## config.mk

```make
export PLATFORM = sky130hd
export DESIGN_NAME = load_store_unit
export DESIGN_NICKNAME = d
export VERILOG_FILES = /design/src/rtl/load_store_unit.sv
export SDC_FILE = /design/constraint.sdc
export NUM_CORES = 1
export LEC_CHECK = 0
export CORE_MARGIN = 3
export CORE_UTILIZATION = 60
export CTS_CLUSTER_SIZE = 12
export DETAILED_ROUTE_END_ITERATION = 6
export DONT_BUFFER_PORTS = 1
export MAX_ROUTING_LAYER = met4
export PLACE_DENSITY = 0.76
export SLEW_MARGIN = 10
export SYNTH_ARGS = -nofsm -noshare
export SYNTH_HDL_FRONTEND = slang
export SYNTH_SLANG_ARGS = --single-unit
```

## constraint.sdc

```tcl
create_clock -name clk -period 2.85 [get_ports clk]
set_input_delay 0.57 -clock clk [delete_from_list [all_inputs] [get_ports clk]]
set_output_delay 0.57 -clock clk [all_outputs]
set_load 0.05 [all_outputs]
```

## src/rtl/load_store_unit.sv

```systemverilog
// RV32I load/store sequencer for a single-port, word-wide data memory.
// Sub-word stores use read-modify-write because the bus only writes whole words.
module load_store_unit (
    input  logic        clk,
    input  logic        rstn,
    input  logic        req_valid,
    output logic        req_ready,
    input  logic        req_store,
    input  logic [2:0]  req_funct3,
    input  logic [31:0] req_addr,
    input  logic [31:0] req_wdata,
    output logic        resp_valid,
    output logic        resp_err,
    output logic [31:0] resp_rdata,
    output logic [31:0] mem_addr,
    output logic        mem_we,
    output logic [31:0] mem_wd,
    input  logic [31:0] mem_rd
);

    typedef enum logic [2:0] {IDLE, RD, MERGE, CAP, WR, RESP} state_t;

    state_t      state_q, state_d;
    logic [1:0]  off_q, off_d;
    logic [2:0]  funct3_q, funct3_d;
    logic        store_q, store_d;
    logic [15:0] wdata_q, wdata_d;
    logic        resp_valid_q, resp_valid_d;
    logic        resp_err_q, resp_err_d;
    logic [31:0] resp_rdata_q, resp_rdata_d;
    logic [31:0] mem_addr_q, mem_addr_d;
    logic        mem_we_q, mem_we_d;
    logic [31:0] mem_wd_q, mem_wd_d;

    logic        illegal;
    logic        misaligned;
    logic [7:0]  byte_lane;
    logic [15:0] half_lane;
    logic [31:0] load_ext;
    logic [31:0] merged_word;

    assign illegal = (req_funct3 == 3'b011) || (req_funct3 == 3'b110) ||
                     (req_funct3 == 3'b111) ||
                     (req_store && ((req_funct3 == 3'b100) || (req_funct3 == 3'b101)));

    assign misaligned = (((req_funct3 == 3'b001) || (req_funct3 == 3'b101)) && req_addr[0]) ||
                        ((req_funct3 == 3'b010) && (req_addr[1:0] != 2'b00));

    // Little-endian lane selection from the word currently on the bus.
    assign byte_lane = mem_rd[{off_q, 3'b000} +: 8];
    assign half_lane = mem_rd[{off_q[1], 4'b0000} +: 16];

    always_comb begin
        case (funct3_q)
            3'b000:  load_ext = {{24{byte_lane[7]}}, byte_lane};
            3'b001:  load_ext = {{16{half_lane[15]}}, half_lane};
            3'b100:  load_ext = {24'h000000, byte_lane};
            3'b101:  load_ext = {16'h0000, half_lane};
            default: load_ext = mem_rd;
        endcase
    end

    // Only SB (000) and SH (001) ever reach MERGE, so funct3 bit 0 picks the lane width.
    always_comb begin
        merged_word = mem_rd;
        if (funct3_q[0]) begin
            merged_word[{off_q[1], 4'b0000} +: 16] = wdata_q;
        end else begin
            merged_word[{off_q, 3'b000} +: 8] = wdata_q[7:0];
        end
    end

    always_comb begin
        state_d      = state_q;
        off_d        = off_q;
        funct3_d     = funct3_q;
        store_d      = store_q;
        wdata_d      = wdata_q;
        resp_valid_d = 1'b0;
        resp_err_d   = resp_err_q;
        resp_rdata_d = resp_rdata_q;
        mem_addr_d   = mem_addr_q;
        mem_we_d     = 1'b0;
        mem_wd_d     = mem_wd_q;

        case (state_q)
            IDLE: begin
                if (req_valid) begin
                    off_d        = req_addr[1:0];
                    funct3_d     = req_funct3;
                    store_d      = req_store;
                    wdata_d      = req_wdata[15:0];
                    resp_err_d   = 1'b0;
                    resp_rdata_d = 32'h0;
                    if (illegal || misaligned) begin
                        state_d      = RESP;
                        resp_valid_d = 1'b1;
                        resp_err_d   = 1'b1;
                    end else begin
                        mem_addr_d = {req_addr[31:2], 2'b00};
                        if (req_store && (req_funct3 == 3'b010)) begin
                            state_d  = WR;
                            mem_we_d = 1'b1;
                            mem_wd_d = req_wdata;
                        end else begin
                            state_d = RD;
                        end
                    end
                end
            end
            RD: begin
                state_d = store_q ? MERGE : CAP;
            end
            MERGE: begin
                state_d  = WR;
                mem_we_d = 1'b1;
                mem_wd_d = merged_word;
            end
            CAP: begin
                state_d      = RESP;
                resp_valid_d = 1'b1;
                resp_rdata_d = load_ext;
            end
            WR: begin
                state_d      = RESP;
                resp_valid_d = 1'b1;
            end
            RESP: begin
                state_d    = IDLE;
                resp_err_d = 1'b0;
            end
            default: begin
                state_d = IDLE;
            end
        endcase
    end

    always_ff @(posedge clk or negedge rstn) begin
        if (!rstn) begin
            state_q      <= IDLE;
            off_q        <= 2'b00;
            funct3_q     <= 3'b000;
            store_q      <= 1'b0;
            wdata_q      <= 16'h0;
            resp_valid_q <= 1'b0;
            resp_err_q   <= 1'b0;
            resp_rdata_q <= 32'h0;
            mem_addr_q   <= 32'h0;
            mem_we_q     <= 1'b0;
            mem_wd_q     <= 32'h0;
        end else begin
            state_q      <= state_d;
            off_q        <= off_d;
            funct3_q     <= funct3_d;
            store_q      <= store_d;
            wdata_q      <= wdata_d;
            resp_valid_q <= resp_valid_d;
            resp_err_q   <= resp_err_d;
            resp_rdata_q <= resp_rdata_d;
            mem_addr_q   <= mem_addr_d;
            mem_we_q     <= mem_we_d;
            mem_wd_q     <= mem_wd_d;
        end
    end

    assign req_ready  = (state_q == IDLE);
    assign resp_valid = resp_valid_q;
    assign resp_err   = resp_err_q;
    assign resp_rdata = resp_rdata_q;
    assign mem_addr   = mem_addr_q;
    assign mem_we     = mem_we_q;
    assign mem_wd     = mem_wd_q;

endmodule

```

Word level (Yosys, flattened, before mapping)
Cells that the tools add are included.
{"block": "totals", "mem_bits_ro": 0, "register_bits": 122, "out_inout_bits": 100, "ramBits": 0, "mem_count": 0, "latch_bits": 0}
{"block": "op_classes", "bitwise_logic": 1, "add_sub_neg": 2, "magnitude_cmp": 0, "n_eq_ne": 18, "reduce_logical": 23, "div_mod_pow": 0, "mux": 24, "shifts": 6, "multipliers": 0}
{"op": "$mux 32", "n": 5}
{"op": "$pmux 32 s2", "n": 2}
{"op": "$pmux 32 s4", "n": 1}
{"op": "$bwmux 32", "n": 2}
{"op": "$shift 16x7->32 const A", "n": 1}
{"op": "$shift 8x7->32 const A", "n": 1}
{"op": "$shiftx 16x7->32", "n": 1}
{"op": "$shiftx 32x6->16", "n": 1}
{"op": "$shiftx 32x6->8", "n": 1}
{"op": "$shiftx 8x7->32", "n": 1}
{"op": "$eq 3x3->1 const B", "n": 8}
{"op": "$neg 5->7", "n": 2}
{"op": "$eq 3x2->1 const B", "n": 4}
{"op": "$pmux 3 s4", "n": 1}
{"op": "$eq 3x1->1 const B", "n": 3}
{"op": "$mux 3", "n": 3}
{"op": "$reduce_bool 2->1", "n": 4}
{"op": "$logic_or 1x1->1", "n": 7}
{"op": "$mux 1", "n": 7}
{"op": "$logic_not 3->1", "n": 2}
{"op": "$pmux 1 s2", "n": 3}
{"op": "$reduce_and 2->1", "n": 3}
{"op": "$logic_and 1x1->1", "n": 4}
{"op": "$ne 2x2->1 const B", "n": 2}
{"op": "5 further kinds", "n": 5}

Longest topological paths before layout
Gate-level depths: netlist of the first run.
{"block": "logic_depth", "word_depth": 8, "depth_mapped": 9, "depth_no_buf": 6}

Worst setup path after synthesis of the first run
OpenSTA, ideal clock, no wires.
{"block": "synth_path", "kind": "reg-to-reg", "startpoint": "register off_q[1]", "endpoint": "register mem_wd_q[0] (netlist: mem_wd[0])", "t_arrival_ps": 2284, "n_path_buf": 3, "stages_incl_launch_ff": 10, "setup_time_ps": 67, "slack_ps": 499, "path_cell_list": "dfrtp_1 > clkbuf_1 > clkbuf_1 > inv_1 > ha_1 > nor4bb_1 > buf_1 > a221oi_1 > a211oi_1 > a221o_1"}
{"block": "synth_between", "elab_chain_cells": 5, "word_cells_on_any_way": 10, "cone_classes": "add/sub: 2; shift: 4; mux: 4"}
{"item": "start: declaration", "line_no": "24", "rtl": "logic [1:0] off_q, off_d;"}
{"item": "start signal: assignment", "line_no": "141", "rtl": "off_q <= 2'b00;"}
{"item": "start signal: assignment", "line_no": "153", "rtl": "off_q <= off_d;"}
{"item": "$neg 5->7 (on tied branches)", "line_no": "67, 69"}
{"item": "$shiftx 16x7->32 (tied with other cells)", "line_no": "67", "rtl": "merged_word[{off_q[1], 4'b0000} +: 16] = wdata_q;"}
{"item": "$bwmux 32 (on tied branches)", "line_no": "67, 69"}
{"item": "$mux 32 (*)", "line_no": "66", "rtl": "if (funct3_q[0]) begin"}
{"item": "$pmux 32 s2 (*)", "line_no": "86", "rtl": "case (state_q)"}
{"item": "end signal: assignment", "line_no": "162", "rtl": "mem_wd_q <= mem_wd_d;"}
{"item": "end: declaration", "line_no": "33", "rtl": "logic [31:0] mem_wd_q, mem_wd_d;"}
Every way passes the cells marked *; elsewhere a longest branch is shown, timed or not.
A chain may end at the register's enable or synchronous reset.

Worst setup path in the final report of the first run
{"block": "layout_path", "startpoint": "register off_q[0]", "endpoint": "register mem_wd_q[10] (netlist: mem_wd[10])"}
{"block": "layout_between", "elab_chain_cells": 5, "word_cells_on_any_way": 6, "cone_classes": "add/sub: 1; shift: 2; mux: 3"}
{"item": "$neg 5->7 (*)", "line_no": "69", "rtl": "merged_word[{off_q, 3'b000} +: 8] = wdata_q[7:0];"}
{"item": "$shiftx 8x7->32 or $shift 8x7->32 (tied branches)", "line_no": "69"}
{"item": "$bwmux 32 (*)", "line_no": "69"}
{"item": "$mux 32 (*)", "line_no": "66"}
{"item": "$pmux 32 s2 (*)", "line_no": "86"}
Marked as above.

==> impl_results.md, run 1 <==
- Outcome: complete, but fails checks
- Failing checks: negative hold slack
- Final Slew Violations: 0
- Initial Util: 0.6328
- P_int: 5.146 mW
- Top_reg_cell synth: dfrtp_1
- Overflow after GRT: 0
- Die Y-Extent: 108.7 um
- Setup CP Type: reg -> reg
- Top-Level Pins: 203
- Dpl hpwl: 12100 um
- Syn. warnings: 0
- Seq pwr share: 0.524
- Area growth syn-to-layout: 10.80%
- Crit share post-route: 0.9058
- Drt first pass iters: 5
- Core ar.: 10000 sq um
- Fmax achieved: 0.3874 GHz
- Fillers: 740
- Worst r2r dst: mem_wd[10]
- Most common cell in the netlist: dfrtp_1
- Leading area contributor after synthesis: dfrtp_1
- Setup repair bufs after CTS: 0
- Mapped Avg Cell Area: 11.30 sq um
- Setup TNS: 0 ps
- Sw Ratio: 0.5024
- Sw Pwr: 5.195 mW
- Top post-synthesis cells by area: dfrtp_1 (48%), mux2_2 (15%), a221o_1 (5.1%)
- Root Buffer: clkbuf_8
- Data required time of the worst path: 3290 ps
- Largest net degree at the start of global routing: 123
- Slew HR: 0.1977
- Vias in the first global route: 4883
- Post-synth EDFFs: 0
- Average wire per standard cell: 25.22 um
- Post-synthesis sequential area ratio: 0.4825
- Worst slew pin tran: 1194 ps
- Layout cell share with drive strength beyond 1: 0.2513
- Antenna diode count: 0
- Comb pwr share: 0.280
- Worst R2R Setup Slack: 270 ps
- Htree depth: 4
- Synth cell types: 40
- Post-route antenna net violation count: 0
- DRC: 0
- Mapped Area: 6327 sq um
- Yosys top cell area share: 0.4825
- Worst IR drop on VDD: 985.8 uV
- Max-cap viol count: 0
- Asr flop ratio synth: 1.000
- Final Setup Violations: 0
- Hold slack: -269.3 ps
- Synthesized flop and latch total: 122
- Overall routing resource usage: 0.3103
- Mapped Cells: 560
- Cell Pwr Density: 1475 nW/um^2
- Cell count of the worst reg-to-reg path: 6
- Bufs on Longest Clock Path: 2
- CTS tree: built
- Routed vias/inst: 7.022
- CP Data Arrival Time: 3020 ps
- Worst setup SP type: flip-flop
- Part of the power in the clock network: 0.197
- Fin crit period: 2582 ps
- Routability cong.: 0.8590
- # clock sinks: 122
- Max Clock Skew: 8.200 ps
- Hold Crit Class: in -> async
- Clk Latency, worst-skew pair: 530 ps
- Num CTS Buffers: 17
- Antenna violations before repair: 0
- Core Util, Final: 0.7011
- Hold Fails Final Rpt: 122
- Via count: 4873
- Clock-pin transition on the worst setup and hold timing paths: 60 ps
- Final wirelength: 17500 um
- # nets final: 656
- LEAKAGE: 3.005 nW
- IO buf count: 0
- Resized cells post-CTS: 0
- Number of DRC markers in iteration 0: 387
- Die area: 11810 sq um
- Leading cell types by count after synthesis: dfrtp_1 (122), mux2_2 (82), nand2_1 (52)
- Rows: 36
- Die Width: 108.7 um
- R2r startpoint: off_q[0]
- Unrepaired setup endpoints after global routing: false
- Crit end category: flip-flop
- First-pass GRT wire length: 26650 um
- Crit-path max FO: 8
## power by group through the flow
stage / Sequential (mW) / Combinational [mW] / Clock [mW]
after floorplan: 4.98 / 2.48 / 0
after global placement: 5.40 / 2.73 / 0
after detailed placement: 5.42 / 2.85 / 0
after CTS: 5.41 / 2.88 / 2.07
after global routing: 5.51 / 3.16 / 2.14
final: 5.41 / 2.90 / 2.03
## worst max-delay path by stage
stage / startpoint / end / depth (start not counted)
2_1_floorplan: off_q[1] / mem_wd[0] / 9
3_3_place_gp: off_q[1] / mem_wd[9] / 6
3_5_place_dp: off_q[1] / mem_wd[14] / 6
4_1_cts: off_q[0] / mem_wd[10] / 6
5_1_grt: off_q[1] / mem_wd[15] / 6
6_report: off_q[0] / mem_wd[10] / 6
## critical path: stages, from the launching register on
cell	delay [ps]
dfrtp_1	490
inv_1	150
ha_1	380
nand2_1	60
nor3_1	910
a221oi_1	270
o221ai_1	230
## stage by stage
step / hold WS, ps / worst slack [ps] / power (mW) / cells / cell area, sq um
final: -269.3 / 268.4 / 10.34 / 694 / 7010
after global routing: -301.3 / 112.7 / 10.81 / 694 / 7010
after CTS: -293.2 / 287.2 / 10.36 / 694 / 7010
after detailed placement: 278.3 / 435.2 / 8.270 / 662 / 6439
after global placement: 277.7 / 469.0 / 8.130 / 662 / 6439
after floorplan: 274.4 / 499.4 / 7.463 / 561 / 6331
## cells in the final DEF, fill, tap and decap left out, drive strengths merged
master    instances
a2111oi           1
a211oi            8
a21o              2
a21oi            29
a221o            32
a221oi           25
a22o              8
a22oi             9
a2bb2o            6
a32o              1
buf              18
bufinv            1
clkbuf           20
clkinv            4
clkinvlp          5
conb              2
dfrtp           122
ha                5
inv              19
mux2             82
mux2i            16
nand2            52
nand2b            8
nand3             3
nand3b            8
nor2              5
nor2b             3
nor3             11
nor3b             7
nor4              1
nor4b             3
nor4bb            2
o211ai            2
o21ai            15
o221ai           16
o22ai             7
o2bb2ai           1
o31a              1
or4bb             1
## cell families after synthesis
family	count (synthesis)	share of synthesized area
DFF	122	0.4825
AOI/OAI and AO/OA	163	0.2039
muxes	98	0.1712
and+or+nand+nor	104	0.08938
adders and majority gates	5	0.009887
buffers and inverters	67	0.04251
other	1	0.0005927
## sequential cells by signal, indices dropped and copies added (netlist names)
name / flops
funct3_q: 3
mem_addr: 30
mem_wd: 32
mem_we: 1
off_q: 2
resp_err: 1
resp_rdata: 32
resp_valid: 1
state_q: 3
store_q: 1
wdata_q: 16
## layout make-up
class	instances	area [sq um]	area share
Inverter	17	63.81	0.009102
Multi-Input combinational cell	372	3018	0.4305
Tap cell	133	166.4	0.02374
Clock buffer	20	455.4	0.06497
Sequential cell	122	3055	0.4358
Timing Repair Buffer	18	135.1	0.01928
Clock inverter	12	116.4	0.01660
## layer usage
layer / vias to the layer above / wire length (um) / GRT usage
met4: 0 / 576 / 0.1326
li1: 2116 / - / -
met2: 266 / 8145 / 0.4691
met3: 51 / 2066 / 0.1332
met1: 2440 / 6711 / 0.3636
met5: - / 0 / -
(Power assumes the default switching activity.)
==> run 2, diff against run 1 <==
--- a/config.mk
+++ b/config.mk
@@ -6,12 +6,11 @@
 export NUM_CORES = 1
 export LEC_CHECK = 0
 export CORE_MARGIN = 3
-export CORE_UTILIZATION = 60
+export CORE_UTILIZATION = 30
 export CTS_CLUSTER_SIZE = 12
 export DETAILED_ROUTE_END_ITERATION = 6
 export DONT_BUFFER_PORTS = 1
 export MAX_ROUTING_LAYER = met4
-export PLACE_DENSITY = 0.76
 export SLEW_MARGIN = 10
 export SYNTH_ARGS = -nofsm -noshare
 export SYNTH_HDL_FRONTEND = slang
==> impl_results.md, run 2 (synthesis results as in run 1) <==
- Outcome: complete, but fails checks
- Top-Level Pins: 203 (unchanged)
- Fin crit period: 2355 ps (-226.2 ps)
- Resized cells post-CTS: 0 (unchanged)
- Bufs on Longest Clock Path: 2 (unchanged)
- Hold Fails Final Rpt: 122 (unchanged)
- Commonest non-fill, non-tap cell in the layout: dfrtp_1
- Largest net degree at the start of global routing: 123 (unchanged)
- Core ar.: 20490 sq um (+100%)
- Worst setup SP type: flip-flop
- Crit-path max FO: 20 (+12)
- # clock sinks: 122 (unchanged)
- Final wirelength: 20560 um (+17%)
- Cell Count, Final, Fillers Out: 829 (+19%)
- Die Y-Extent: 151.2 um (+39%)
- IO buf count: 0 (unchanged)
- Cell count of the worst reg-to-reg path: 5 (-1)
- Setup CP Type: reg -> reg
- Cell Pwr Density: 1465 nW/um^2 (-0.71%)
- DRC: 0 (unchanged)
- Area growth syn-to-layout: 13.82%
- Final Slew Violations: 0 (unchanged)
- Fmax achieved: 0.4246 GHz (+9.6%)
- Hold slack: -157.2 ps (+112.1 ps)
- Post-route antenna net violation count: 0 (unchanged)
- Clk Latency, worst-skew pair: 430 ps (-100 ps)
- Overflow after GRT: 0 (unchanged)
- Initial Util: 0.3087 (-0.3240)
- Number of DRC markers in iteration 0: 345 (-11%)
- Worst R2R Setup Slack: 490 ps (+230 ps)
- Worst IR drop on VDD: 709.6 uV (-28%)
- Setup TNS: 0 ps (unchanged)
- Layout cell share with drive strength beyond 1: 0.2487 (-0.002679)
- Via count: 4770 (-2.1%)
- Worst r2r dst: resp_rdata[16]
- Crit end category: flip-flop
- Clock-pin transition on the worst setup and hold timing paths: 70 ps (about the same)
- Root Buffer: clkbuf_16
- Routability cong.: 0.9171 (+6.8%)
- Worst path slowest cell: a2111oi_4
- Dpl hpwl: 14960 um (+24%)
- Max-cap viol count: 0 (unchanged)
- Crit. Startpoint: off_q[1]
- Drt first pass iters: 5 (unchanged)
- Die Width: 151.2 um (+39%)
- Htree depth: 4 (unchanged)
- Dpl cells: 797 (+20%)
- First-pass GRT wire length: 30260 um (+14%)
- Antenna violations before repair: 0 (unchanged)
- Unrepaired setup endpoints after global routing: false
- CP delay by family, top: compound AO/OA/AOI/OAI gates
- LEAKAGE: 3.010 nW (+0.15%)
- CP Cell Sequence: nor2b_1, a22oi_1, buf_4, a2111oi_4, a221o_1
- Crit share post-route: 0.8265 (-0.07937)
- Average wire per standard cell: 24.80 um (-1.6%)
- Rows: 52 (+44%)
- Final Setup Violations: 0 (unchanged)
- Slowest stage delay, CP: 950 ps (+40 ps)
- Slew HR: 0.3022 (+0.1046)
- Vias in the first global route: 4873 (-0.20%)
- CP Buf/Inv Count: 1 (unchanged)
- Failing checks: negative hold slack
- Hold Crit Class: in -> async
- Routed vias/inst: 5.754 (-18%)
- Worst slew pin tran: 1047 ps (-147.7 ps)
- # nets final: 654 (-0.30%)
- Data required time of the worst path: 3200 ps (-90 ps)
- R2r startpoint: off_q[1]
- Antenna diode count: 0 (unchanged)
- Overall routing resource usage: 0.1841 (-0.1262)
- Most frequent cells in the layout: dfrtp_1 (120), mux2_2 (82), nand2_1 (52)
- Num CTS Buffers: 17 (unchanged)
- Max Clock Skew: 15.04 ps (+6.845 ps)
- Setup repair bufs after CTS: 0 (unchanged)
- Die area: 22870 sq um (+94%)
- CP Data Arrival Time: 2710 ps (-310 ps)
- CTS tree: built
[run 2: cell types whose count changed in the layout (fill, tap and decap cells not counted), sizes merged]
cell,change
bufinv,+1
clkinvlp,-1
clkinv,+2
clkbuf,-3
buf,-2
inv,+1
[run 2: worst max path at each step]
stage	slack [ps]	cells past startpoint	to
CTS	500	5	resp_rdata[16]
global route	340	5	resp_rdata[18]
global placement	600	7	mem_wd[14]
floorplan	500	9	mem_wd[0]
finish	490	5	resp_rdata[16]
detailed placement	520	5	resp_rdata[17]
[run 2: area by class of cell]
class	count	area, sq um
Clock inverter	15	168.9
Fill cell	2028	13290
Tap cell	270	337.8
Inverter	17	63.81
Timing Repair Buffer	16	132.6
Clock buffer	17	425.4
Multi-Input combinational cell	372	3018
Sequential cell	122	3055
[run 2: where the power goes]
| group | switching [mW] | total [mW] | internal [mW] |
|---|---|---|---|
| Clock | 0.889 | 2.19 | 1.30 |
| Sequential | 3.01 | 5.47 | 2.46 |
| Combinational | 1.43 | 2.89 | 1.45 |
[run 2: through the flow]
step | power [mW] | area [sq um] | worst slack [ps] | utilization
2_1_floorplan | 7.463 | 6331 | 499.4 | -
3_3_place_gp | 8.282 | 6608 | 596.7 | 0.3224
3_5_place_dp | 8.388 | 6608 | 521.4 | 0.3224
4_1_cts | 10.61 | 7202 | 498.3 | 0.3514
5_1_grt | 11.10 | 7202 | 340.6 | 0.3514
6_report | 10.55 | 7202 | 494.6 | 0.3514
[run 2: per-layer routing]
metal / global-route usage / vias up / share of wire
li1: - / 2112 / -
met1: 0.2245 / 2378 / 0.40
met2: 0.2705 / 258 / 0.45
met3: 0.08797 / 22 / 0.13
met4: 0.05576 / 0 / 0.019
met5: - / - / 0
